$ cat src/rtl/uart_tx_periph_if.sv
// uart_tx_periph_if: MCU data-bus slice seen by the UART transmitter.
//   sel      - decoder select for the peripheral's 16-byte window
//   busWe    - write enable for the current bus cycle
//   busAddr  - byte address (peripheral decodes [3:2])
//   busWData - write data
//   wstrb    - byte strobes for writes
//   busRData - combinational read data returned by the peripheral
interface uart_tx_periph_if;
    logic        sel;
    logic        busWe;
    logic [31:0] busAddr;
    logic [31:0] busWData;
    logic [3:0]  wstrb;
    logic [31:0] busRData;

    modport master (
        output sel, busWe, busAddr, busWData, wstrb,
        input  busRData
    );

    modport slave (
        input  sel, busWe, busAddr, busWData, wstrb,
        output busRData
    );
endinterface

$ cat src/rtl/uart_tx_periph.sv
// uart_tx_periph: memory-mapped 8N1 UART transmitter with a TX FIFO.
//   clk     - system clock, rising edge
//   reset   - synchronous, active-low reset
//   bus     - bus slave port (select, write enable, address, data, strobes, read data)
//   tx      - serial line, idle high
//   tx_busy - high while a frame is on the line
// Register map (busAddr[3:2]): 0 TXDATA, 1 STATUS, 2 BAUDDIV, 3 CTRL.
module uart_tx_periph #(
    parameter int unsigned FIFO_DEPTH  = 8,
    parameter logic [15:0] DEFAULT_DIV = 16'd867
) (
    input  logic              clk,
    input  logic              reset,
    uart_tx_periph_if.slave   bus,
    output logic              tx,
    output logic              tx_busy
);
    localparam int unsigned PTR_W = (FIFO_DEPTH > 1) ? $clog2(FIFO_DEPTH) : 1;
    localparam int unsigned CNT_W = PTR_W + 1;

    typedef enum logic [1:0] {IDLE, START, DATA, STOP} txState_t;

    txState_t         state, nextState;
    logic [7:0]       mem [FIFO_DEPTH];
    logic [PTR_W-1:0] wrPtr, rdPtr;
    logic [CNT_W-1:0] count;
    logic             overflow;
    logic [15:0]      baudDiv;
    logic             enable;
    logic [15:0]      curDiv;
    logic [15:0]      baudCnt;
    logic [2:0]       bitCnt;
    logic [7:0]       shiftReg;
    logic             txReg;

    logic [1:0] regSel;
    logic       wrCycle, pushReq, clearReq, ovfClr, pushOk;
    logic       fifoFull, fifoEmpty, popHead, bitDone;
    logic       unusedBusBits;

    assign regSel        = bus.busAddr[3:2];
    assign wrCycle       = bus.sel & bus.busWe;
    assign pushReq       = wrCycle && (regSel == 2'd0) && bus.wstrb[0];
    assign clearReq      = wrCycle && (regSel == 2'd3) && bus.wstrb[0] && bus.busWData[1];
    assign ovfClr        = wrCycle && (regSel == 2'd1) && bus.wstrb[0] && bus.busWData[3];
    assign fifoFull      = (count == CNT_W'(FIFO_DEPTH));
    assign fifoEmpty     = (count == '0);
    // Fullness is judged before any same-cycle pop; a clear discards the push.
    assign pushOk        = pushReq && !fifoFull && !clearReq;
    assign bitDone       = (baudCnt == curDiv);
    assign unusedBusBits = ^{bus.busAddr[31:4], bus.busAddr[1:0], bus.busWData[31:16]};

    always_ff @(posedge clk) begin
        if (pushOk) begin
            mem[wrPtr] <= bus.busWData[7:0];
        end
    end

    always_ff @(posedge clk) begin
        if (!reset) begin
            wrPtr    <= '0;
            rdPtr    <= '0;
            count    <= '0;
            overflow <= 1'b0;
        end else begin
            if (clearReq) begin
                wrPtr <= '0;
                rdPtr <= '0;
                count <= '0;
            end else begin
                if (pushOk) begin
                    wrPtr <= wrPtr + PTR_W'(1);
                end
                if (popHead) begin
                    rdPtr <= rdPtr + PTR_W'(1);
                end
                count <= count + CNT_W'(pushOk) - CNT_W'(popHead);
            end
            if (ovfClr) begin
                overflow <= 1'b0;
            end else if (pushReq && fifoFull && !clearReq) begin
                overflow <= 1'b1;
            end
        end
    end

    always_ff @(posedge clk) begin
        if (!reset) begin
            baudDiv <= DEFAULT_DIV;
            enable  <= 1'b1;
        end else if (wrCycle) begin
            if (regSel == 2'd2) begin
                if (bus.wstrb[0]) baudDiv[7:0]  <= bus.busWData[7:0];
                if (bus.wstrb[1]) baudDiv[15:8] <= bus.busWData[15:8];
            end
            if (regSel == 2'd3 && bus.wstrb[0]) begin
                enable <= bus.busWData[0];
            end
        end
    end

    always_comb begin
        bus.busRData = '0;
        if (bus.sel) begin
            case (regSel)
                2'd1: begin
                    bus.busRData[0]   = fifoEmpty;
                    bus.busRData[1]   = fifoFull;
                    bus.busRData[2]   = tx_busy;
                    bus.busRData[3]   = overflow;
                    bus.busRData[7:4] = 4'(count);
                end
                2'd2:    bus.busRData[15:0] = baudDiv;
                2'd3:    bus.busRData[0]    = enable;
                default: bus.busRData       = '0;
            endcase
        end
    end

    always_ff @(posedge clk) begin
        if (!reset) begin
            state <= IDLE;
        end else begin
            state <= nextState;
        end
    end

    always_comb begin
        nextState = state;
        popHead   = 1'b0;
        case (state)
            IDLE: begin
                if (enable && !fifoEmpty) begin
                    popHead   = 1'b1;
                    nextState = START;
                end
            end
            START: if (bitDone) nextState = DATA;
            DATA:  if (bitDone && bitCnt == 3'd7) nextState = STOP;
            STOP:  if (bitDone) nextState = IDLE;
            default: nextState = IDLE;
        endcase
    end

    // The divisor is re-sampled at every bit boundary so a BAUDDIV write
    // never stretches or shortens the bit currently on the line.
    always_ff @(posedge clk) begin
        if (!reset) begin
            baudCnt  <= '0;
            bitCnt   <= '0;
            curDiv   <= DEFAULT_DIV;
            shiftReg <= '0;
            txReg    <= 1'b1;
        end else begin
            case (state)
                START:   txReg <= 1'b0;
                DATA:    txReg <= shiftReg[0];
                default: txReg <= 1'b1;
            endcase
            if (state == IDLE) begin
                baudCnt <= '0;
                bitCnt  <= '0;
                if (popHead) begin
                    shiftReg <= mem[rdPtr];
                    curDiv   <= baudDiv;
                end
            end else if (bitDone) begin
                baudCnt <= '0;
                curDiv  <= baudDiv;
                if (state == DATA) begin
                    shiftReg <= shiftReg >> 1;
                    bitCnt   <= bitCnt + 3'd1;
                end
            end else begin
                baudCnt <= baudCnt + 16'd1;
            end
        end
    end

    // tx is registered from the state, so the line trails tx_busy by one clock.
    assign tx      = txReg;
    assign tx_busy = (state != IDLE);
endmodule

$ cat src/flat_wrapper.sv
// flat-port wrapper written by rule: the top's interface ports become plain ports
module uart_tx_periph_flat 
#(
    parameter int unsigned FIFO_DEPTH  = 8,
    parameter logic [15:0] DEFAULT_DIV = 16'd867
)
  (clk, reset, tx, tx_busy, bus_sel, bus_busWe, bus_busAddr, bus_busWData, bus_wstrb, bus_busRData);
  uart_tx_periph_if bus_i ();
  input  logic clk;
  input  logic reset;
  output logic tx;
  output logic tx_busy;
  input wire logic [$bits(bus_i.sel)-1:0] bus_sel;
  input wire logic [$bits(bus_i.busWe)-1:0] bus_busWe;
  input wire logic [$bits(bus_i.busAddr)-1:0] bus_busAddr;
  input wire logic [$bits(bus_i.busWData)-1:0] bus_busWData;
  input wire logic [$bits(bus_i.wstrb)-1:0] bus_wstrb;
  output wire logic [$bits(bus_i.busRData)-1:0] bus_busRData;
  assign bus_i.sel = bus_sel;
  assign bus_i.busWe = bus_busWe;
  assign bus_i.busAddr = bus_busAddr;
  assign bus_i.busWData = bus_busWData;
  assign bus_i.wstrb = bus_wstrb;
  assign bus_busRData = bus_i.busRData;
  uart_tx_periph #(.FIFO_DEPTH(FIFO_DEPTH), .DEFAULT_DIV(DEFAULT_DIV)) u_core (.clk(clk), .reset(reset), .bus(bus_i), .tx(tx), .tx_busy(tx_busy));
endmodule
$ cat config.mk
export PLATFORM = sky130hd
export DESIGN_NAME = uart_tx_periph_flat
export DESIGN_NICKNAME = d
export VERILOG_FILES = /design/src/rtl/uart_tx_periph_if.sv /design/src/rtl/uart_tx_periph.sv /design/src/flat_wrapper.sv
export SDC_FILE = /design/constraint.sdc
export NUM_CORES = 1
export LEC_CHECK = 0
export CAP_MARGIN = 20
export CORE_UTILIZATION = 55
export CTS_BUF_LIST = sky130_fd_sc_hd__clkbuf_8
export CTS_CLUSTER_DIAMETER = 30
export CTS_CLUSTER_SIZE = 40
export DETAILED_ROUTE_END_ITERATION = 12
export PLACE_DENSITY = 0.82
export SKIP_CTS_REPAIR_TIMING = 1
export SYNTH_ARGS = -nofsm -noshare
export SYNTH_HDL_FRONTEND = slang
export SYNTH_SLANG_ARGS = --single-unit
export TNS_END_PERCENT = 20
$ cat constraint.sdc
create_clock -name clk -period 2.85 [get_ports clk]
set_input_delay 0.57 -clock clk [delete_from_list [all_inputs] [get_ports clk]]
set_output_delay 0.57 -clock clk [all_outputs]
set_load 0.02 [all_outputs]
### Word-level counts from Yosys, hierarchy flattened

Memories as Yosys holds them, arrays and structs flattened. A register that Yosys moved wholly into a read port is not among the register bits.
Index checks and enable logic that the tools add are counted.

* muxes and demuxes: 23
* reduce and logical (&&, ||, !) cells: 35
* $add $sub $neg: 6
* equality and inequality tests: 14
* bitwise operators: 2

Operator list (count)
* 2-to-1 mux 16 bit: 4
* 2-to-1 mux 8 bit: 5
* adder 16 x 1 -> 16 bit, second input constant: 1
* equality test 16 bit: 1
* logical AND 1 bit: 15
* case mux 7 bit (2 select lines): 1
* inequality test 2 x 1 -> 1 bit, second input constant: 5
* adder 3 x 1 -> 3 bit, second input constant: 3
* AND reduction 3 bit: 3
* equality test 2 bit, second input constant: 4
* 2-to-1 mux 2 bit: 4
* case mux 2 bit (4 select lines): 1
* 2-to-1 mux 3 bit: 2
* AND reduction 2 bit: 3
* nonzero test 2 bit: 3
* OR reduction 2 bit: 3
* adder 4 x 1 -> 4 bit: 1
* equality test 2 x 1 -> 1 bit, second input constant: 2
* equality test 4 bit, second input constant: 1
* zero test 2 bit: 2
* zero test 4 bit: 1
* 2-to-1 mux 1 bit: 4
* AND reduction 4 bit: 1
* subtractor 4 x 1 -> 4 bit: 1
* 7 further kinds: 9

* bits in writable memories: 64
* input port bits: 72
* bits in registers: 74
* memories kept: 1

Memory list
* u_core.mem: words 8, bits a word 8, rd ports 1, clocked after Yosys merged registers in 1, write ports 1, line uart_tx_periph.sv:24 `logic [7:0] mem [FIFO_DEPTH];`

### Longest topological paths before layout

* depth after elaboration: 8
* gate-level depth with buffers: 12
* gate-level depth less buffers: 12

### Least setup slack after synthesis

No wires, ideal clock.

* path kind: input -> register
* from: in bus_busAddr[2]
* to: mem u_core.mem[0][0] (enable)
* data required time: 2467 ps
* path slack: 376 ps
* stages on the path: 7
* library setup time: 383 ps
* path buffers: 1
* arrival time: 2091 ps
* cell sequence: ha_1 nand2_1 and3_1 nor2b_1 clkbuf_1 nand2b_1 nor3_1

* cells in the longest elaborated chain, start to end: 8

Ends and longest elaborated chain
* from (decl): line flat_wrapper.sv:15 `input wire logic [$bits(bus_i.busAddr)-1:0] bus_busAddr;`
* equality test 2 bit: line uart_tx_periph.sv:44 `assign clearReq = wrCycle && (regSel == 2'd3) && bus.wstrb[0] && bus.busWData[1];`
* logical AND 1 bit (3 in series): line uart_tx_periph.sv:44
* zero test 1 bit: line uart_tx_periph.sv:49 `assign pushOk = pushReq && !fifoFull && !clearReq;`
* logical AND 1 bit *: line uart_tx_periph.sv:49
* named net u_core.pushOk: line uart_tx_periph.sv:37 `logic wrCycle, pushReq, clearReq, ovfClr, pushOk;`
* 2-to-1 mux 1 bit *: line uart_tx_periph.sv:54 `if (pushOk) begin`
* 2-to-1 mux 1 bit (not written as such) *: line uart_tx_periph.sv:55 `mem[wrPtr] <= bus.busWData[7:0];`
* to (decl): line uart_tx_periph.sv:24

Mark *: on every way through the listed nets, which the timed path passes. The rest lies on a longest branch.

### Final worst setup path

* from: in bus_busAddr[2]
* to: out bus_busRData[5]

* cells in the longest elaborated chain, start to end: 3

Ends and longest elaborated chain
* equality test 2 bit or equality test 2 x 1 -> 1 bit (tied branches): line uart_tx_periph.sv:105 `case (regSel)`
* case mux 7 bit (2 select lines) *: line uart_tx_periph.sv:105
* 2-to-1 mux 16 bit *: line uart_tx_periph.sv:104 `if (bus.sel) begin`
* to (decl): line flat_wrapper.sv:18 `output wire logic [$bits(bus_i.busRData)-1:0] bus_busRData;`

Every way passes the cells marked *; elsewhere a longest branch is shown, timed or not.

==> results.ini <==
[run_status]
status = finished with violations
failed_checks = negative setup slack

[critical_path]
worst-endpoint-required_ps = 2280
slowest_delay_ps = 620
path_buf_inv = 4
path_class = in2out
rrSetupSlack_ps = 440
worstReg2RegEnd = u_core.count[2]
critPathLaunchType = input pin
path_max_fanout = 18
critPathTopFamily = buffers and inverters
crit_chain = clkdlybuf4s50_1 -> inv_1 -> ha_1 -> buf_4 -> a22oi_1 -> nor2_1 -> clkdlybuf4s50_1
cpMaxStageDelayCell = clkdlybuf4s50_1
critPathCapture = bus_busRData[5]
crit_cells = 7
arrival_ps = 2380
rr_startpoint = u_core.count[2]
rr_worst_depth = 12
worstSetupEndpointType = output port
crit_path_frequent_cell = clkdlybuf4s50_1
startpoint = bus_busAddr[2]

[synthesis]
synth_compound_area_frac = 0.0547
syn_area_mm2 = 0.00625
synthDistinctLibCells = 46
synth_ff_type = dfxtp_1
synth_top_family_by_area = simple AND/OR/NAND/NOR gates
synth_area_leaders = edfxtp_1 31%, dfxtp_1 25%, mux4_2 5.8%, nand2_1 4.5%, mux2i_1 4.5%
ys_seq_elements = 141
synth_most_common_cell = dfxtp_1
synthSimpleGateAreaFrac = 0.139
ys_top_cells_by_count = 77 x dfxtp_1, 75 x nand2_1, 64 x edfxtp_1
yosysTopAreaCellShare = 0.308
post-synth-top-area-cell = edfxtp_1
seq_area_frac_synth = 0.554
muxShareOfSynthArea = 0.103
synthAdderAreaFrac = 0.0452
synth_edf_count = 64
synth_xor_xnor_area_share = 0.0505
avgSynthCellArea_um2 = 11.7
postSynthCellCount = 533
yosys_warnings = 0
synth-async-reset-ratio = 0

[cells_and_area]
fillers = 790
nNetsFinal = 687
drive_above_1_share = 0.134
regArea_mm2 = 0.00346
syn_to_final_growth_pct = 16.5
utilization = 0.666
diodes = 0
multiInputGateArea_mm2 = 0.00251
layout.cells.non_filler = 746

[power_and_ir_drop]
peakVddDrop_mv = 0.507
powerDensity_mw_per_mm2 = 738
p_leak_nw = 3.02
power_mw = 5.38

[floorplanning]
pin_count = 106
dieArea_mm2 = 0.0118
initial_core_util = 0.572
core_area_mm2 = 0.0109
fp.dieH_um = 109
rows = 38
die_w_um = 109

[grt]
grt_pass1_vias = 3999
met1_usage = 0.291
grt_pass1_wl_um = 19600
overflow = 0
grt_usage = 0.223
met2_usage = 0.360
grt.busiest_layer = met2
antenna_found_initial = 0
grtUsageMet3 = 0.0603
grt_max_degree = 36

[timing]
finalHoldViolCount = 0
post-route-min-period_ps = 2950
fin_worst_skew_ps = 12.5
max_slew_margin = 0.496
fmax_ghz = 0.339
finalCritPeriodShare = 1.04
setup_violations = 1
setup_slack_ps = -102
slew_violations = 0
setup_tns_ps = -102
tightest_slew_ps = 756
rsz0062_at_grt = true

[drt]
antenna_left = 0
dr.pass1.iters = 4
routed_wl_um = 11900
drc = 0
via_per_inst = 5.37
drtIter0Drc = 181
vias = 4005
wl_per_cell_um = 15.9

[clocking]
clk_latency_ps = 440
cts_tree = done
htree_levels = 4
cts_buffer_depth = 2
cts_root_buf = clkbuf_8
path_clk_slew_ps = 80
clock_sinks = 141
cts_made_buffers = 17

[placement]
port_buffers = 41
placed_cells = 714
gp_congestion = 0.852
dp_hpwl_um = 8490

[flow_run]
cap_viol_max_count = 0

[min_path]
min_path_type = reg2reg

## cell families (layout without fill, tap and decap cells)
family	after synthesis	count (layout)
adder cells (fa/ha/maj)	22	22
flip-flops	141	141
buffers and inverters	57	115
AND/OR/NAND/NOR	187	187
multiplexers	44	44
AO/OA/AOI/OAI	45	45
other	1	16
XOR/XNOR	36	36
## through the flow
stage               instance area (um^2)  setup WS (ps)  hold slack [ps]
floorplan                           6310            376              433
finish                              7280           -102              465
global route                        7280           -166              483
detailed placement                  6820           -139              455
global placement                    6820          -96.5              444
CTS                                 7240           -150              466
## state kept, by name, indices dropped and copies added, names as in the netlist, named ones only
signal	cells
u_core.mem	64
u_core.bitCnt	3
u_core.wrPtr	3
u_core.enable	1
u_core.count	4
u_core.tx	1
u_core.curDiv	16
u_core.state	2
u_core.rdPtr	3
u_core.overflow	1
u_core.shiftReg	8
u_core.baudDiv	16
u_core.baudCnt	16
## placed cells by master (no fill, tap or decap), types with 2 or more instances in the layout
master           netlist  layout
bufinv_16              0       3
buf_4                 16      26
nor4_1                 3       3
a21oi_1                5       5
o2111ai_1              7       7
clkbuf_8               3      18
xnor2_1                9       9
inv_6                  0       5
and4_1                 3       3
dlymetal6s2s_1         0      15
nand4_1                5       5
nor3_1                 2       2
edfxtp_1              64      64
conb_1                 1      16
inv_1                 16      16
a21boi_0              10      10
clkinv_4               0       2
clkinv_2               0       2
nand2b_1               5       5
dfxtp_1               77      77
a22oi_1                7       7
mux4_2                16      16
mux2i_1               28      28
o21ai_0                8       8
clkdlybuf4s50_1        0      26
ha_1                  21      20
nand3_1               18      18
nor2_1                44      44
nand2_1               75      75
xor2_1                27      27
nor2b_1               12      12
and3_1                14      14
## worst min path at each step
stage / cells past startpoint / endpoint / slack [ps] / from
final: 2 / u_core.shiftReg[6] / 470 / u_core.shiftReg[6]
after global routing: 2 / u_core.shiftReg[1] / 480 / u_core.shiftReg[1]
after CTS: 2 / u_core.shiftReg[6] / 470 / u_core.shiftReg[6]
after detailed placement: 2 / u_core.shiftReg[6] / 460 / u_core.shiftReg[6]
after global placement: 2 / u_core.shiftReg[5] / 440 / u_core.shiftReg[5]
after floorplan: 2 / u_core.shiftReg[0] / 430 / u_core.shiftReg[0]
## worst register-to-register path, cell delays in order, from the launching register on
cell and delay [ps]:
dfxtp_1 350, inv_1 80, ha_1 200, nand3_1 180, nand3_1 130, inv_1 220, ha_1 270, inv_1 60
ha_1 160, inv_1 60, fa_1 380, xor2_1 170, nor2_1 50
## where the power goes
part	switching, mW	internal, mW	leakage (nW)
Combinational	0.708	0.608	1.60
Sequential	0.122	2.25	1.20
Clock	0.784	0.908	0.217
## area by class of cell
class | count | share of cell area
repair buffers | 67 | 0.0883
well taps | 140 | 0.0241
flip-flops and latches | 141 | 0.476
clock inverters | 14 | 0.0247
multi-input cells | 350 | 0.345
clock buffers | 18 | 0.0340
inverters | 16 | 0.00825
## metal layers
metal | wire (um) | share of wire | vias up
met5 | 0 | 0 | -
met4 | 190 | 0.016 | 0
met3 | 651 | 0.055 | 21
met2 | 5800 | 0.49 | 117
met1 | 5220 | 0.44 | 1908
li1 | - | - | 1959
(Power assumes the default switching activity.)
